[config.mk]
export PLATFORM = sky130hd
export DESIGN_NAME = divu_unit
export DESIGN_NICKNAME = d
export VERILOG_FILES = /design/src/rtl/alu_pkg.sv /design/src/rtl/div_step.sv /design/src/rtl/divu_unit.sv
export SDC_FILE = /design/constraint.sdc
export NUM_CORES = 1
export LEC_CHECK = 0
export ABC_AREA = 1
export BUFFER_PORTS_ARGS = -buffer_cell sky130_fd_sc_hd__buf_2
export CAP_MARGIN = 0
export CORE_AREA = 2 2 140 142
export CTS_BUF_LIST = sky130_fd_sc_hd__clkbuf_4
export DETAILED_ROUTE_END_ITERATION = 16
export DIE_AREA = 0 0 142 144
export GPL_TIMING_DRIVEN = 0
export PLACE_DENSITY_LB_ADDON = 0.08
export SLEW_MARGIN = 15
export SYNTH_ARGS = -nofsm -noshare
export SYNTH_HDL_FRONTEND = slang
export SYNTH_SLANG_ARGS = --single-unit
[constraint.sdc]
create_clock -name clk -period 2.44 [get_ports clk]
set_input_delay 0.244 -clock clk [delete_from_list [all_inputs] [get_ports clk]]
set_output_delay 0.244 -clock clk [all_outputs]
set_load 0.01 [all_outputs]
[src/rtl/alu_pkg.sv]
// Shared ALU definitions: funct codes, default datapath width and the divider state encoding.
package alu_pkg;

  localparam int ALU_WIDTH = 32;

  localparam logic [5:0] MFHI = 6'b010000;
  localparam logic [5:0] MFLO = 6'b010010;
  localparam logic [5:0] MUT  = 6'b011000;
  localparam logic [5:0] DIV  = 6'b011010;
  localparam logic [5:0] DIVU = 6'b011011;

  typedef enum logic [1:0] {
    IDLE = 2'd0,
    RUN  = 2'd1,
    FIN  = 2'd2
  } div_state_t;

endpackage

[src/rtl/div_step.sv]
// One combinational restoring-division iteration on the {rem, quo} pair.
module div_step #(
  parameter int WIDTH = 32
) (
  input  logic [WIDTH:0]   rem_in,
  input  logic [WIDTH-1:0] quo_in,
  input  logic [WIDTH-1:0] divisor,
  output logic [WIDTH:0]   rem_out,
  output logic [WIDTH-1:0] quo_out
);

  logic [2*WIDTH:0] sh;
  logic [WIDTH:0]   rem_sh;
  logic [WIDTH-1:0] quo_sh;
  logic [WIDTH:0]   trial;

  // rem stays below the divisor, so its top bit is always dropped by the shift
  assign sh     = {rem_in, quo_in} << 1;
  assign rem_sh = sh[2*WIDTH:WIDTH];
  assign quo_sh = sh[WIDTH-1:0];
  assign trial  = rem_sh - {1'b0, divisor};

  always_comb begin
    rem_out = rem_sh;
    quo_out = quo_sh;
    if (!trial[WIDTH]) begin
      rem_out = trial;
      quo_out = {quo_sh[WIDTH-1:1], 1'b1};
    end
  end

endmodule

[src/rtl/divu_unit.sv]
// Sequential restoring divider (DIVU) with start/busy/done handshake; quotient on LoOut, remainder on HiOut.
// Build option: define DIV_SIGNED_EN to also accept signed DIV with sign fix-up folded into the last step.
module divu_unit
  import alu_pkg::*;
#(
  parameter int WIDTH = ALU_WIDTH,
  parameter int CNT_W = 6
) (
  input  logic             clk,
  input  logic             reset,
  input  logic             start,
  input  logic [5:0]       Signal,
  input  logic [WIDTH-1:0] dataA,
  input  logic [WIDTH-1:0] dataB,
  output logic             busy,
  output logic             done,
  output logic             divByZero,
  output logic [WIDTH-1:0] HiOut,
  output logic [WIDTH-1:0] LoOut
);

  div_state_t state, state_nx;

  logic [WIDTH:0]   rem;
  logic [WIDTH-1:0] quo;
  logic [WIDTH-1:0] dvs;
  logic [CNT_W-1:0] cnt;

  logic [WIDTH:0]   rem_n;
  logic [WIDTH-1:0] quo_n;

  logic             fn_ok;
  logic             accept;
  logic             b_zero;
  logic [WIDTH-1:0] mag_a;
  logic [WIDTH-1:0] mag_b;
  logic [WIDTH-1:0] q_fin;
  logic [WIDTH-1:0] r_fin;

  div_step #(.WIDTH(WIDTH)) u_step (
    .rem_in  (rem),
    .quo_in  (quo),
    .divisor (dvs),
    .rem_out (rem_n),
    .quo_out (quo_n)
  );

`ifdef DIV_SIGNED_EN
  logic sgn_op;
  logic neg_a, neg_b;
  logic neg_q, neg_r;

  assign sgn_op = (Signal == DIV);
  assign fn_ok  = (Signal == DIVU) || sgn_op;
  assign neg_a  = sgn_op && dataA[WIDTH-1];
  assign neg_b  = sgn_op && dataB[WIDTH-1];
  assign mag_a  = neg_a ? (~dataA + 1'b1) : dataA;
  assign mag_b  = neg_b ? (~dataB + 1'b1) : dataB;
  assign q_fin  = neg_q ? (~quo_n + 1'b1) : quo_n;
  assign r_fin  = neg_r ? (~rem_n[WIDTH-1:0] + 1'b1) : rem_n[WIDTH-1:0];

  always_ff @(posedge clk or negedge reset) begin
    if (!reset) begin
      neg_q <= 1'b0;
      neg_r <= 1'b0;
    end else if (accept) begin
      neg_q <= neg_a ^ neg_b;
      neg_r <= neg_a;
    end
  end
`else
  assign fn_ok = (Signal == DIVU);
  assign mag_a = dataA;
  assign mag_b = dataB;
  assign q_fin = quo_n;
  assign r_fin = rem_n[WIDTH-1:0];
`endif

  assign accept = (state == IDLE) && start && fn_ok;
  assign b_zero = (dataB == '0);

  always_comb begin
    state_nx = state;
    busy     = 1'b0;
    done     = 1'b0;
    case (state)
      IDLE: if (accept) state_nx = b_zero ? FIN : RUN;
      RUN: begin
        busy = 1'b1;
        if (cnt == CNT_W'(1)) state_nx = FIN;
      end
      FIN: begin
        busy     = 1'b1;
        done     = 1'b1;
        state_nx = IDLE;
      end
      default: state_nx = IDLE;
    endcase
  end

  always_ff @(posedge clk or negedge reset) begin
    if (!reset) state <= IDLE;
    else        state <= state_nx;
  end

  // Results are written on the edge into FIN so they are valid alongside done.
  always_ff @(posedge clk or negedge reset) begin
    if (!reset) begin
      rem       <= '0;
      quo       <= '0;
      dvs       <= '0;
      cnt       <= '0;
      divByZero <= 1'b0;
      HiOut     <= '0;
      LoOut     <= '0;
    end else begin
      case (state)
        IDLE: if (accept) begin
          rem       <= '0;
          quo       <= mag_a;
          dvs       <= mag_b;
          cnt       <= CNT_W'(WIDTH);
          divByZero <= b_zero;
          if (b_zero) begin
            HiOut <= dataA;
            LoOut <= '1;
          end
        end
        RUN: begin
          rem <= rem_n;
          quo <= quo_n;
          cnt <= cnt - CNT_W'(1);
          if (cnt == CNT_W'(1)) begin
            HiOut <= r_fin;
            LoOut <= q_fin;
          end
        end
        default: ;
      endcase
    end
  end

endmodule

==> metrics.yaml <==
clk_pin_slew_worst_paths_ns: 0.17
endpoint_kind: "flop"
crit_arrival_ns: 2.94
grt_pass1_vias: 9896
area_growth_syn_to_layout_pct: 25.6
power-per-cell-area_mw_per_mm2: 1640
grt_overflow_total: 0
hp-class: "input port to flop"
port_buffers: 139
core_area_sq_mm: 0.0191
synthCells: 1652
io_pins: 140
final_design_area_no_fill_sq_mm: 0.0140
synth_compound_area_share_pct: 7.30
crit_required_ns: 2.95
htree_levels: 4
syn_nets: 1763
yosysWarnings: 0
tightest_slew_ns: 0.581
synth.avg_cell_area_sq_um: 6.77
synth_area_leaders: "dfrtp_1 38%, nand2_1 20%, inv_1 11%, o21ai_0 5.7%, nand3_2 4.9%"
syn_area_sq_mm: 0.0112
min_period_over_period_pct: 99.4
grt_antenna_before_repair: 1
p_clk_share_pct: 7.4
dp_cells: 2030
synthAdderAreaFrac_pct: 4.32
maxCapViolations: 0
dr_total_vias: 10900
ant_nets: 0
status: "finished, final reports clean"
hold_violations: 0
cts_made_buffers: 17
cp_cell_sequence: "ha_2 -> inv_2 -> fa_2 -> nand2_2 -> nand2_4 -> nand3_4 -> nand2_4 -> nand2_4 -> nand2_4 -> nand2_8 -> nand2_8 -> nand2_4 -> nand2_8 -> clkbuf_16 -> nand3_2 -> nand3_1 -> nand2_1 -> inv_1"
pwr-share-comb_pct: 72.2
path_class: "flop to flop"
synth_seq_cells: 169
fin_nets: 2002
seqPwrFrac_pct: 20.4
synth_top_family_by_area: "simple AND/OR/NAND/NOR gates"
yosys.area.top_type: "dfrtp_1"
synth-simple-area-share_pct: 34.5
async_flop_share_pct: 100
cp_max_fo: 8
whs_ns: 0.0240
start_util_pct: 58.6
via_per_inst: 5.07
place.gp.congestion: 0.930
clock_skew_ns: 0.0210
synthFlopType: "dfrtp_1"
yosysSeqAreaShare_pct: 37.8
min_period_ns: 2.43
place_area_sq_mm: 0.0122
cellLeakagePower_uw: 0.00788
swShare_pct: 52.6
grt_pass1_wl_mm: 49.6
synth_cell_type_count: 37
drive_gt1_share_pct: 21.1
dieArea_sq_mm: 0.0204
yosys.cell_count.top_type: "nand2_1"
clk_path_buf_depth: 2
p_switching_uw: 12200
rows: 51
slowest_delay_ns: 0.46
peakVddDrop_uv: 852
synth_xor_xnor_area_share_pct: 1.25
setup_viol: 0
max_slew_margin_pct: 61.3
dp_hpwl_mm: 24.0
drcViolationCount: 0
routed_wl_mm: 32.3
grt_max_degree: 97
wl_per_cell_um: 15.1
yosys-top-cells-count: "586 x nand2_1, 339 x inv_1, 169 x dfrtp_1"
dr.pass1.iters: 5
critPathSlowestCell: "dfrtp_1"
synth_top_area_share_pct: 37.8
fin_cells: 2142
startpoint_type: "flop"
root_buffer: "clkbuf_4"
clk_latency_ns: 0.61
rsz0062_at_grt: "yes"
fmax_ghz: 0.412
tritoncts: "built"
synthMuxAreaShare_pct: 0
synth-edff-count: 0
cts_sinks: 169
fp.dieH_um: 144
utilization_pct: 73.6
intPower_uw: 10900
cp_num_buf_inv: 3
maxSlewViolCount: 0
drtIter0Drc: 706
track_usage_pct: 31.1
cp_top_family: "simple AND/OR/NAND/NOR gates"
die_width_um: 142
path_common_cell: "nand2_4"
layout make-up:
class | instances | area [sq um]
Tap cell | 238 | 298
Clock buffer | 17 | 128
Sequential cell | 169 | 4240
Clock inverter | 14 | 160
Fill cell | 1577 | 5040
Inverter | 343 | 1290
Buffer | 58 | 384
Antenna cell | 1 | 2.50
Timing Repair Buffer | 220 | 1590
Multi-Input combinational cell | 1082 | 5950
layer usage:
metal | track usage, % | up-vias | wire [um]
met2 | 53.0 | 343 | 15800
met3 | 5.07 | 56 | 1820
met4 | 9.68 | 0 | 642
li1 | - | 5477 | -
met1 | 40.9 | 4974 | 14000
met5 | 0 | - | 0
cells by family (layout without fill, tap and decap cells):
family | Yosys count | count (layout)
other cells | 0 | 1
compound gates | 158 | 158
buf+inv | 401 | 652
simple gates | 870 | 870
flops | 169 | 169
fa+ha+maj | 38 | 38
xor+xnor | 16 | 16
registers in the layout (all words and copies together) (netlist names):
signal	cells
dvs	32
LoOut	32
cnt	6
state	2
rem	32
HiOut	32
quo	32
divByZero	1
path summary, 6_finish.rpt:
kind / start / end / slack [ns] / depth (start not counted)
max: dvs[0] / HiOut[21] / 0.01 / 18
min: dataA[10] / quo[10] / 0.02 / 5
max reg2reg: dvs[0] / HiOut[21] / 0.01 / 18
min reg2reg: LoOut[13] / LoOut[13] / 0.50 / 2
max in group asynchronous: reset / rem[17] / 1.37 / 3
min in group asynchronous: reset / quo[2] / 0.18 / 2
what timing repair did:
| item | 4_1_cts | 5_1_grt |
|---|---|---|
| setup endpoints to repair | 94 | 79 |
| hold buffers | 58 | 0 |
| pin swaps | 13 | 26 |
| cloned | 1 | 4 |
| endpoints found under the hold margin | 130 | 0 |
| setup buffers | 5 | 12 |
| resized for setup | 25 | 124 |
worst reg2reg max path, cell delays in order, from the launching register on:
cell,delay [ns]
dfrtp_1,0.46
ha_2,0.22
inv_2,0.05
fa_2,0.35
nand2_2,0.08
nand2_4,0.07
nand3_4,0.07
nand2_4,0.07
nand2_4,0.07
nand2_4,0.07
nand2_8,0.10
nand2_8,0.07
nand2_4,0.08
nand2_8,0.12
clkbuf_16,0.20
nand3_2,0.07
nand3_1,0.08
nand2_1,0.06
inv_1,0.04
power groups by stage:
| stage | clock network (uW) | logic [uW] | registers [uW] |
|---|---|---|---|
| finish | 1710 | 16700 | 4720 |
| global route | 1830 | 18300 | 4840 |
| CTS | 1730 | 14300 | 4640 |
| detailed placement | 0 | 13500 | 4690 |
| global placement | 0 | 13400 | 4650 |
| floorplan | 0 | 9790 | 4810 |
per-stage QoR:
stage	TNS, ns	total power, uW	worst slack [ns]
floorplan	0	14600	0.249
global placement	-250.50	18000	-1.45
detailed placement	-10.23	18200	-0.352
CTS	0	20700	0.000753
global route	-1.97	24900	-0.0804
finish	0	23100	0.0139
placed cells by master, fill, tap and decap left out, drive strengths merged:
| cell type | n |
|---|---|
| diode | 1 |
| a31oi | 1 |
| o21bai | 1 |
| o21ai | 129 |
| buf | 182 |
| clkinvlp | 3 |
| clkinv | 4 |
| xor2 | 16 |
| or2 | 2 |
| nand3 | 127 |
| dfrtp | 169 |
| dlygate4sd3 | 58 |
| bufinv | 1 |
| nor3 | 10 |
| o22ai | 1 |
| nor2 | 112 |
| a21o | 2 |
| a21oi | 24 |
| and2 | 5 |
| ha | 37 |
| nand4 | 16 |
| nand2 | 598 |
| clkbuf | 55 |
| fa | 1 |
| inv | 349 |
Power figures use the tool's default switching activity.
